--- src/rtl/eem16_coin_front.sv ---
// eem16_coin_front: coin-slot front end for the eem16_proj3 vending FSM.
// It synchronizes and debounces the raw nickel and dime sensor lines, turns
// each debounced rising edge into one coin event, and queues the events in a
// small FIFO. The FIFO drains to x as one-cycle coin codes.
//
// Build option: define EEM16_COIN_GAP_EN to insert one idle x cycle after
// every coin code, which halves the drain rate.
//
// Ports:
//   clk        rising-edge clock
//   reset      asynchronous active-high reset; clears all state
//   nickel_in  raw nickel sensor (asynchronous)
//   dime_in    raw dime sensor (asynchronous)
//   hold       1: no pop this cycle, and x goes to 00
//   x          coin code to the FSM: 00 none, 01 nickel, 11 dime
//   coin_rej   one-cycle pulse when an event is dropped on a full FIFO
//   jam        one-cycle pulse when both debounced lines rise together
//   count      number of queued events
module eem16_coin_front #(
  parameter int unsigned DEBOUNCE_CYCLES = 4,
  parameter int unsigned FIFO_DEPTH      = 4
) (
  input  logic                             clk,
  input  logic                             reset,
  input  logic                             nickel_in,
  input  logic                             dime_in,
  input  logic                             hold,
  output logic [1:0]                       x,
  output logic                             coin_rej,
  output logic                             jam,
  output logic [$clog2(FIFO_DEPTH+1)-1:0]  count
);

  localparam int unsigned CW = 4;
  localparam int unsigned PW = $clog2(FIFO_DEPTH);
  localparam int unsigned NW = $clog2(FIFO_DEPTH + 1);

  // Bit 0 carries the nickel line and bit 1 carries the dime line.
  logic [1:0]    sync1;
  logic [1:0]    s;
  logic [1:0]    db;
  logic [1:0]    db_q;
  logic [CW-1:0] cnt [2];

  logic [1:0]    mem [FIFO_DEPTH];
  logic [PW-1:0] wr_ptr;
  logic [PW-1:0] rd_ptr;

  logic [1:0]    rise_c;
  logic          ev_valid_c;
  logic [1:0]    ev_code_c;
  logic          jam_c;
  logic          pop_c;
  logic          push_c;
  logic          rej_c;

  // Two-flop synchronizer, plus a delayed copy of db for edge detection.
  always_ff @(posedge clk or posedge reset) begin
    if (reset) begin
      sync1 <= '0;
      s     <= '0;
      db_q  <= '0;
    end else begin
      sync1 <= {dime_in, nickel_in};
      s     <= sync1;
      db_q  <= db;
    end
  end

  // Debounce: db toggles after DEBOUNCE_CYCLES consecutive samples that differ from it.
  always_ff @(posedge clk or posedge reset) begin
    if (reset) begin
      db <= '0;
      for (int i = 0; i < 2; i++) cnt[i] <= '0;
    end else begin
      for (int i = 0; i < 2; i++) begin
        if (s[i] != db[i]) begin
          if (cnt[i] == CW'(DEBOUNCE_CYCLES - 1)) begin
            db[i]  <= ~db[i];
            cnt[i] <= '0;
          end else begin
            cnt[i] <= cnt[i] + CW'(1);
          end
        end else begin
          cnt[i] <= '0;
        end
      end
    end
  end

  // Event detect: a rise on exactly one line is a coin; a rise on both lines is a jam.
  always_comb begin
    rise_c     = db & ~db_q;
    jam_c      = &rise_c;
    ev_valid_c = ^rise_c;
    ev_code_c  = rise_c[1] ? 2'b11 : 2'b01;
  end

`ifdef EEM16_COIN_GAP_EN
  // A pop is allowed only after an idle x cycle.
  assign pop_c = !hold && (count != '0) && (x == 2'b00);
`else
  assign pop_c = !hold && (count != '0);
`endif

  // A full FIFO still accepts an event when an entry is popped in the same cycle.
  assign push_c = ev_valid_c && ((count != NW'(FIFO_DEPTH)) || pop_c);
  assign rej_c  = ev_valid_c && !push_c;

  // FIFO storage. Empty and full are decided by count, so the entries need no reset.
  always_ff @(posedge clk) begin
    if (push_c) mem[wr_ptr] <= ev_code_c;
  end

  // Pointers, occupancy, and the registered outputs.
  always_ff @(posedge clk or posedge reset) begin
    if (reset) begin
      wr_ptr   <= '0;
      rd_ptr   <= '0;
      count    <= '0;
      x        <= 2'b00;
      coin_rej <= 1'b0;
      jam      <= 1'b0;
    end else begin
      if (push_c) wr_ptr <= wr_ptr + PW'(1);
      if (pop_c)  rd_ptr <= rd_ptr + PW'(1);
      case ({push_c, pop_c})
        2'b10:   count <= count + NW'(1);
        2'b01:   count <= count - NW'(1);
        default: count <= count;
      endcase
      x        <= pop_c ? mem[rd_ptr] : 2'b00;
      coin_rej <= rej_c;
      jam      <= jam_c;
    end
  end

endmodule

--- config.mk ---
export PLATFORM = sky130hd
export DESIGN_NAME = eem16_coin_front
export DESIGN_NICKNAME = d
export VERILOG_FILES = /design/src/rtl/eem16_coin_front.sv
export SDC_FILE = /design/constraint.sdc
export NUM_CORES = 1
export LEC_CHECK = 0
export ABC_AREA = 1
export CORE_ASPECT_RATIO = 0.6
export CORE_MARGIN = 2
export CORE_UTILIZATION = 50
export CTS_CLUSTER_DIAMETER = 200
export DETAILED_ROUTE_END_ITERATION = 8
export GPL_ROUTABILITY_DRIVEN = 0
export GPL_TIMING_DRIVEN = 0
export PLACE_DENSITY = 0.82
export SETUP_SLACK_MARGIN = 0.02
export SLEW_MARGIN = 30
export SYNTH_ARGS = -nofsm -noshare
export SYNTH_HDL_FRONTEND = slang
export SYNTH_SLANG_ARGS = --single-unit
--- constraint.sdc ---
create_clock -name clk -period 5.45 [get_ports clk]
set_input_delay 1.3625 -clock clk [delete_from_list [all_inputs] [get_ports clk]]
set_output_delay 1.3625 -clock clk [all_outputs]
set_load 0.05 [all_outputs]
* After elaboration in Yosys (flattened, before gate mapping)
Memories as Yosys holds them, arrays and structs flattened.
Cells that the tools add are included.
** Word-level totals
- Bits in registers :: 27
- RAM bits :: 8
- Bits of input ports :: 5
- Output and inout bits :: 7
- Memories kept :: 1
** Cells by class
- $add $sub $neg :: 6
- Eq/ne operators :: 7
- Muxes and demuxes :: 9
- Bitwise gates (word level) :: 4
- Reduce and logical (&&, ||, !) cells :: 12
** Memories
- mem :: words 4, bits a word 2, rd ports 1, clocked after Yosys merged registers in 0, write ports 1, RTL line 45 : logic [1:0] mem [FIFO_DEPTH];
** Operator list (number)
- 4-bit two-way mux :: 4
- 4-bit by 1-bit adder with 4-bit output, second input constant :: 2
- 4-bit by 2-bit equality test with 1-bit output, second input constant :: 2
- 3-bit case mux with 2 select lines :: 1
- 2-bit AND reduction :: 3
- 2-bit by 1-bit adder with 2-bit output, second input constant :: 2
- 2-bit two-way mux :: 2
- 3-bit by 1-bit adder with 3-bit output, second input constant :: 1
- 1-bit logical AND :: 3
- 3-bit inequality test, second input constant :: 1
- 3-bit nonzero test :: 1
- 3-bit by 1-bit subtractor with 3-bit output, second input constant :: 1
- 2-bit bitwise AND :: 1
- 2-bit by 1-bit equality test with 1-bit output, second input constant :: 1
- 2-bit equality test, second input constant :: 1
- 1-bit zero test :: 2
- 1-bit two-way mux :: 2
- 1-bit inequality test :: 2
- 1-bit inverter :: 2
- 2-bit inverter :: 1
- 2-bit nonzero test :: 1
- 2-bit XOR reduction :: 1
- 1-bit logical OR :: 1

* Depth between registers and ports, before layout
Gate-level depths: netlist of the first run.
- Word-level depth :: 6
- Depth in mapped cells :: 13

* Worst setup path after synthesis of the first run
OpenSTA, ideal clock, no wires.
- Kind :: input port to flip-flop
- Start :: input hold
- End :: register count[2]
- Arrival :: 2172 ps
- Setup slack :: 3165 ps
- Stages :: 10
- Cells stage by stage :: a21oi_2 nand2_2 inv_1 fa_1 inv_1 nand2_1 nand2_1 nand2_1 nand2_1 inv_1
** Between the ends
- Longest elaborated chain between the ends :: 6
- Elaborated cells between the ends (all ways) :: 8
- Those cells by class :: 2 x eq/ne; 1 x mux; 5 x reduce/logical
** RTL lines
- start, declared :: RTL line 27 : input logic hold,
- 1-bit zero test * :: RTL line 103 : assign pop_c = !hold && (count != '0);
- 1-bit logical AND * :: RTL line 103
- 1-bit logical OR :: RTL line 107 : assign push_c = ev_valid_c && ((count != NW'(FIFO_DEPTH)) || pop_c);
- 1-bit logical AND :: RTL line 107
- 2-bit by 1-bit equality test with 1-bit output / 2-bit equality test (equally long branches) :: RTL line 127 : case ({push_c, pop_c})
- 3-bit case mux with 2 select lines / 2-bit nonzero test (equally long branches)
- end signal, assigned :: RTL line 128 : 2'b10: count <= count + NW'(1);
- end signal, assigned :: RTL line 129 : 2'b01: count <= count - NW'(1);
- end signal, assigned :: RTL line 130 : default: count <= count;
- end, declared :: RTL line 31 : output logic [$clog2(FIFO_DEPTH+1)-1:0] count
Mark *: on every way between the ends. The rest lies on a longest branch, timed or not.
A chain may end at the register's enable or synchronous reset.

* Worst setup path after layout of the first run
- Start :: register count[0]
- End :: output count[0]
No word-level cell between the ends.

==> results of run 1 <==
-- cell type report --
class | instances | share of cell area (%)
multi-input cells | 73 | 29.06
clock inverters | 1 | 0.3265
well taps | 32 | 2.612
repair buffers | 11 | 7.184
flip-flops and latches | 31 | 51.92
clock buffers | 7 | 4.980
inverters | 16 | 3.918
-- cells in the mapped netlist --
cell type / instances / area [um^2]
nor2_1: 23 / 86.33
xnor2_1: 2 / 17.52
xor2_1: 7 / 61.31
nand2_1: 13 / 48.80
and2_1: 2 / 12.51
inv_1: 15 / 56.30
nand2_2: 3 / 18.77
fa_1: 1 / 20.02
inv_2: 1 / 3.750
a21oi_2: 1 / 8.760
o21a_1: 1 / 7.510
nand3_1: 4 / 20.02
a21oi_1: 4 / 20.02
nor2_2: 1 / 6.260
nand3_2: 2 / 20.02
edfxtp_1: 4 / 120.1
o21ai_0: 2 / 10.01
dfrtp_1: 27 / 675.7
ha_1: 7 / 87.58
-- report_power, final --
group	leakage, nW	total, W	switching (W)	internal (W)
logic	0.330	0.000394	0.000252	0.000142
registers	0.369	0.000381	0.0000591	0.000322
clock network	0.0422	0.000163	0.0000741	0.0000892
total	0.740	0.000938	0.000385	0.000553
-- worst paths after layout --
| path | depth (start not counted) | to | from |
|---|---|---|---|
| min in group asynchronous | 2 | sync1[1]$_DFF_PP0_ | reset |
| min reg2reg | 0 | s[0]$_DFF_PP0_ | sync1[0]$_DFF_PP0_ |
| max reg2reg | 13 | count[2]$_DFFE_PP0P_ | db[1]$_DFFE_PP0P_ |
| min | 0 | s[0]$_DFF_PP0_ | sync1[0]$_DFF_PP0_ |
| max in group asynchronous | 2 | cnt[4]$_DFF_PP0_ | reset |
| max | 1 | count[0] | count[0]$_DFFE_PP0P_ |
-- through the flow --
step,utilization [%],instance area [um^2],total power (W),setup WS [ns],hold slack [ns]
after floorplan,-,1301,0.0006728,3.165,0.3312
after global placement,58.35,1451,0.0007530,2.551,0.3334
after detailed placement,58.35,1451,0.0007815,2.493,0.3347
after CTS,61.62,1533,0.0009486,2.517,0.3485
after global routing,61.62,1533,0.001022,2.482,0.3631
final,61.62,1533,0.0009383,2.535,0.3472
-- sequential cells by signal (all words and copies together), names as in the netlist, 2 cells and up --
register,count
s,2
count,3
rd_ptr,2
db,2
x,2
mem,4
sync1,2
cnt,8
wr_ptr,2
db_q,2
-- kinds of logic (layout without fill, tap and decap cells) --
| group | count (synthesis) | count (layout) | synth area share, % |
|---|---|---|---|
| and+or+nand+nor | 48 | 48 | 16.35 |
| DFF | 31 | 31 | 61.15 |
| buffers and inverters | 16 | 35 | 4.615 |
| xor gates and xnor gates | 9 | 9 | 6.058 |
| adders and majority gates | 8 | 8 | 8.269 |
| AOI/OAI and AO/OA | 8 | 8 | 3.558 |
-- layer usage --
layer / vias to the layer above / part of all wire [%] / GRT usage [%]
met5: - / 0 / 0
met4: 0 / 2.1 / 8.077
met3: 7 / 5.9 / 6.977
met2: 20 / 46 / 24.00
met1: 384 / 46 / 17.64
li1: 403 / - / -
==> metrics, run 1 <==
status complete, no violations; residual antenna-violating net count after detailed routing 0; CTS tree yes; fin crit share 53.49%; HP Class reg -> reg; GR Overflow Total 0; vias 814; Final Max Tran Viols 0; placed insts 163; multi-input logic area 445.4 um^2; Worst VDD drop 0.0003322 V; Netlist cell types 19; CTS buffer count 5; min Tclk post-route 2.915 ns; # DRC 0; commonest non-fill, non-tap cell in the layout dfrtp_1; first-pass GRT wire length 3.325 mm; pin count of the biggest net entering global routing 28; CTS root buf clkbuf_8; Inserted Diodes 0; Crit-path slowest cell clkdlybuf4s50_1; commonest cells after routing, fill and taps aside dfrtp_1 (27), nor2_1 (23), inv_1 (14); number of setup buffers added after CTS 0; fmax 343.1 MHz; flops & latches, synth 31; Setup crit start kind register; Max Fanout on Critical Path 4; syn avg cell area 10.84 um^2; final non-filler cell total 171; hpwl dp 1.457 mm; family with the most delay on the worst path buffers and inverters; Routed wire per std cell 11.37 um; drt pass-1 iters 5; leak pwr 0.7404 nW; Starting Density 52.31%; Buf/Inv on CP 1; Max-cap violations 0; GR Util All Layers 15.13%; layout cells sized above 1 10.79%; r2r setup slk 3.33 ns; Mapped Area 1301 um^2; Area Overhead vs Synth 17.79%; CP arrival 1.55 ns; vias in the first global route 769; synth warn 0; Clock Tree Buf Depth 2; Clock Latency Late Sink 0.28 ns; Resized cells post-CTS 0; final net count 151; H-tree lvl count 2; DIE HEIGHT 43.52 um; Hold Fails Final Rpt 0; actual slew at the worst max-slew pin 0.5399 ns; worst path cell trace clkdlybuf4s50_1; RSZ-0062 raised after global routing no; syn nets 133; initial drt markers 37; core area 2487 um^2; register area 795.8 um^2; Via-to-Cell Ratio 4.760; Worst slew margin 63.95%; final count of negative-setup-slack endpoints 0; drt total wl 1.945 mm; initial antenna violation count 0; worst stage delay on the critical path 0.84 ns; setup tns final 0 ns; clk slew on worst S/H paths 0.06 ns; PortBufs 11; # IOs 12; crit end category output port; Cells after Synth 120; cts hold-fix bufs 0; Seq/Total Area, Yosys 61.15%; Crit Path Class reg -> out; CP Data Required Time 4.09 ns; Die Area 3040 um^2; clock skew 0.003863 ns; fill count 194; CTS Sinks 31; FP Rows 14; PwrDens 612.2 nW/um^2; Die Wd 69.86 um
Power figures use the tool's default switching activity.
==> run 2: changes to the inputs <==
CORE_UTILIZATION = 49   (was 50)
PLACE_DENSITY = 0.83   (was 0.82)
clock period = 2.5 ns   (was 5.45 ns; I/O delays follow)
==> metrics, run 2 (synthesis gave the netlist of run 1 again) <==
Resized cells post-CTS 0; Crit-path slowest cell clkdlybuf4s50_1; worst stage delay on the critical path 0.84 ns; number of setup buffers added after CTS 0; vias in the first global route 809; Clock Latency Late Sink 0.28 ns; Via-to-Cell Ratio 4.626; Reg power frac 39.4%; Max Fanout on Critical Path 4; worst hold start sync1[0]$_DFF_PP0_; Inserted Diodes 0; Clock Tree Buf Depth 2; WHS Path Cells 0; Hold Fails Final Rpt 0; r2r setup slk 0.49 ns; # DRC 0; HP Class reg -> reg; commonest non-fill, non-tap cell in the layout dfrtp_1; Clk network pwr share 20.0%; initial drt markers 46; worst path cell trace clkdlybuf4s50_1; RSZ-0062 raised after global routing no; FP Rows 14; GR Overflow Total 0; clock skew 0.003550 ns; P_sw 0.0008358 W; Worst R2R End count[2]$_DFFE_PP0P_; max reg flops 8; # IOs 12; clk slew on worst S/H paths 0.06 ns; Top reg by flops cnt; final setup margin 0.3146 ns; Crit Path Class reg -> out; commonest cells after routing, fill and taps aside dfrtp_1 (27), nor2_1 (23), inv_1 (14); leak pwr 0.7497 nW; R2R cell count 13; fin crit share 87.42%; GR Util All Layers 16.02%; Top Registers cnt: 8 flops, mem: 4 flops, count: 3 flops; CP Data Required Time 1.88 ns; Starting Density 51.95%; setup tns final 0 ns; Routed wire per std cell 11.01 um; Worst VDD drop 0.0006098 V; family with the most delay on the worst path buffers and inverters; Buf/Inv on CP 1; PortBufs 11; pin count of the biggest net entering global routing 28; Setup crit start kind register; Die Area 3097 um^2; final count of negative-setup-slack endpoints 0; Worst slew margin 64.05%; CTS root buf clkbuf_8; CTS buffer count 5; crit end category output port; H-tree lvl count 2; CTS Sinks 31; final net count 151; cts hold-fix bufs 0; DP Worst Slack 0.2909 ns; Final Max Tran Viols 0; switch share 39.86%; core area 2505 um^2; residual antenna-violating net count after detailed routing 0; first-pass GRT wire length 3.491 mm; worst reg2reg startpoint db[1]$_DFFE_PP0P_; drt pass-1 iters 4; CP arrival 1.56 ns; hpwl dp 1.413 mm; status complete, no violations; CTS tree yes; Die Wd 70.53 um; Area Overhead vs Synth 19.23%; PwrDens 1351 nW/um^2; layout cells sized above 1 11.51%; DIE HEIGHT 43.92 um; initial antenna violation count 0; fmax 457.6 MHz; actual slew at the worst max-slew pin 0.5385 ns; Max-cap violations 0; drt total wl 1.882 mm; min Tclk post-route 2.185 ns; cell-internal power 0.001261 W; vias 791; combinational share of power 40.7%; worst hold path endpoint s[0]$_DFF_PP0_
[run 2: cell type report]
class                      count  area, um^2
multi-input combinational     73       445.4
inverter                      16       60.06
tap                           32       40.04
fill                         215       953.4
clock buffer                   8       100.1
sequential                    31       795.8
timing repair buffer          11       110.1
[run 2: layer usage]
| layer | part of all wire (%) | track usage, % |
|---|---|---|
| met5 | 0 | 0 |
| met2 | 42 | 23.02 |
| met4 | 1.9 | 10.19 |
| met3 | 4.9 | 6.279 |
| met1 | 51 | 20.67 |
[run 2: metrics by stage]
stage               util, %  hold slack (ns)  total power, W  cells  instance area, um^2
global placement      57.94           0.3348        0.001641    163                 1451
finish                61.94           0.3494        0.002097    171                 1551
floorplan                 -           0.3312        0.001467    120                 1301
detailed placement    57.94           0.3413        0.001695    163                 1451
global route          61.94           0.3601        0.002303    171                 1551
CTS                   61.94           0.3528        0.002121    171                 1551
[run 2: power groups by stage]
| stage | clock network [W] | registers (W) | logic [W] |
|---|---|---|---|
| floorplan | 0 | 0.000962 | 0.000505 |
| global placement | 0 | 0.000823 | 0.000818 |
| detailed placement | 0 | 0.000836 | 0.000860 |
| CTS | 0.000434 | 0.000827 | 0.000860 |
| global route | 0.000457 | 0.000853 | 0.000993 |
| finish | 0.000418 | 0.000826 | 0.000853 |
[run 2: how the worst max path moves through the flow]
stage / depth (start not counted) / end / slack (ns) / startpoint
floorplan: 11 / count[2]$_DFFE_PP0P_ / 0.68 / count[0]$_DFFE_PP0P_
global placement: 11 / count[2]$_DFFE_PP0P_ / 0.34 / hold
detailed placement: 11 / count[2]$_DFFE_PP0P_ / 0.29 / hold
CTS: 1 / count[0] / 0.29 / count[0]$_DFFE_PP0P_
global route: 13 / count[2]$_DFFE_PP0P_ / 0.16 / db[1]$_DFFE_PP0P_
finish: 1 / count[0] / 0.31 / count[0]$_DFFE_PP0P_
==> run 3: changes to the inputs <==
SLEW_MARGIN = 5   (was 30)
==> metrics, run 3 (synthesis gave the netlist of run 1 again) <==
status complete, no violations; actual slew at the worst max-slew pin 0.9779 ns; clk slew on worst S/H paths 0.06 ns; CTS tree yes; placed insts 163; # DRC 0; final net count 151; worst path cell trace clkdlybuf4s50_1; Clk network pwr share 20.0%; pin count of the biggest net entering global routing 28; Clock Tree Buf Depth 2; final count of negative-setup-slack endpoints 0; Final Max Tran Viols 0; cts hold-fix bufs 0; Crit Path Class reg -> out; fin crit share 87.42%; drt pass-1 iters 4; residual antenna-violating net count after detailed routing 0; HP Class reg -> reg; commonest cells after routing, fill and taps aside dfrtp_1 (27), nor2_1 (23), inv_1 (15); Crit-path slowest cell clkdlybuf4s50_1; number of setup buffers added after CTS 0; combinational share of power 40.7%; vias in the first global route 809; CTS root buf clkbuf_8; fill count 215; DP Worst Slack 0.2909 ns; layout cells sized above 1 10.79%; first-pass GRT wire length 3.491 mm; Resized cells post-CTS 0; RSZ-0062 raised after global routing no; PortBufs 11; Die Wd 70.53 um; clock skew 0.003550 ns; CTS buffer count 5; max reg flops 8; Hold Fails Final Rpt 0; P_sw 0.0008357 W; Top reg by flops cnt; final non-filler cell total 171; crit end category output port; drt total wl 1.885 mm; worst stage delay on the critical path 0.84 ns; Reg power frac 39.4%; setup tns final 0 ns; Worst VDD drop 0.0006098 V; # IOs 12; H-tree lvl count 2; Worst slew margin 34.74%; Die Area 3097 um^2; CP Data Required Time 1.88 ns; switch share 39.86%; fmax 457.6 MHz; hpwl dp 1.413 mm; GR Overflow Total 0; Final Core Density 61.94%; core area 2505 um^2; final setup margin 0.3146 ns; Starting Density 51.95%; family with the most delay on the worst path buffers and inverters; total power 0.002097 W; GR Util All Layers 16.02%; Routed wire per std cell 11.02 um; Max-cap violations 0; WHS Path Cells 0; Inserted Diodes 0; R2R cell count 13; Via-to-Cell Ratio 4.620; Clock Latency Late Sink 0.28 ns; r2r setup slk 0.49 ns; min Tclk post-route 2.185 ns; Top Registers cnt: 8 flops, mem: 4 flops, count: 3 flops; Buf/Inv on CP 1; CP arrival 1.56 ns; vias 790; worst hold path endpoint s[0]$_DFF_PP0_; PwrDens 1351 nW/um^2; worst hold start sync1[0]$_DFF_PP0_; FP Rows 14; initial antenna violation count 0; Max Fanout on Critical Path 4; Area Overhead vs Synth 19.23%; DIE HEIGHT 43.92 um; cell-internal power 0.001261 W; leak pwr 0.7508 nW; CP Depth 1; commonest non-fill, non-tap cell in the layout dfrtp_1; initial drt markers 46; worst reg2reg startpoint db[1]$_DFFE_PP0P_; Setup crit start kind register; CTS Sinks 31; Worst R2R End count[2]$_DFFE_PP0P_
-- run 3: cell counts in the layout (fill, tap and decap cells not counted) --
Identical to the previous run, type by type.
-- run 3: power by group through the flow --
stage	clock network, W	logic [W]	registers [W]
after floorplan	0	0.000505	0.000962
after global placement	0	0.000818	0.000823
after detailed placement	0	0.000860	0.000836
after CTS	0.000434	0.000860	0.000827
after global routing	0.000457	0.000993	0.000853
final	0.000418	0.000853	0.000826
-- run 3: through the flow --
step	hold WS (ns)	area [um^2]
final	0.3494	1551
after global routing	0.3601	1551
after detailed placement	0.3413	1451
after CTS	0.3528	1551
after floorplan	0.3312	1301
after global placement	0.3348	1451
-- run 3: worst register-to-register path, cell delays in order, from the launching register on --
cell	delay, ns
dfrtp_1	0.38
inv_1	0.07
nor2_1	0.25
ha_1	0.26
inv_1	0.08
nand2_2	0.09
inv_1	0.05
fa_1	0.37
inv_1	0.07
nand2_1	0.07
nand2_1	0.07
nand2_1	0.04
nand2_1	0.06
inv_1	0.04
-- run 3: worst max-delay path by stage --
| stage | from | to |
|---|---|---|
| global placement | hold | count[2]$_DFFE_PP0P_ |
| floorplan | count[0]$_DFFE_PP0P_ | count[2]$_DFFE_PP0P_ |
| finish | count[0]$_DFFE_PP0P_ | count[0] |
| detailed placement | hold | count[2]$_DFFE_PP0P_ |
| global route | db[1]$_DFFE_PP0P_ | count[2]$_DFFE_PP0P_ |
| CTS | count[0]$_DFFE_PP0P_ | count[0] |
-- run 3: cell type report --
cell class,instances,area [um^2],share of cell area [%]
Sequential cell,31,795.8,51.29
Multi-Input combinational cell,73,445.4,28.71
Timing Repair Buffer,11,110.1,7.097
Clock buffer,8,100.1,6.452
Inverter,16,60.06,3.871
Tap cell,32,40.04,2.581
-- run 3: routing by layer --
layer | routed length [um] | share of wire [%] | track usage (%)
met3 | 92 | 4.9 | 6.279
met2 | 790 | 42 | 23.02
met1 | 966 | 51 | 20.67
met5 | 0 | 0 | 0
met4 | 36 | 1.9 | 10.19
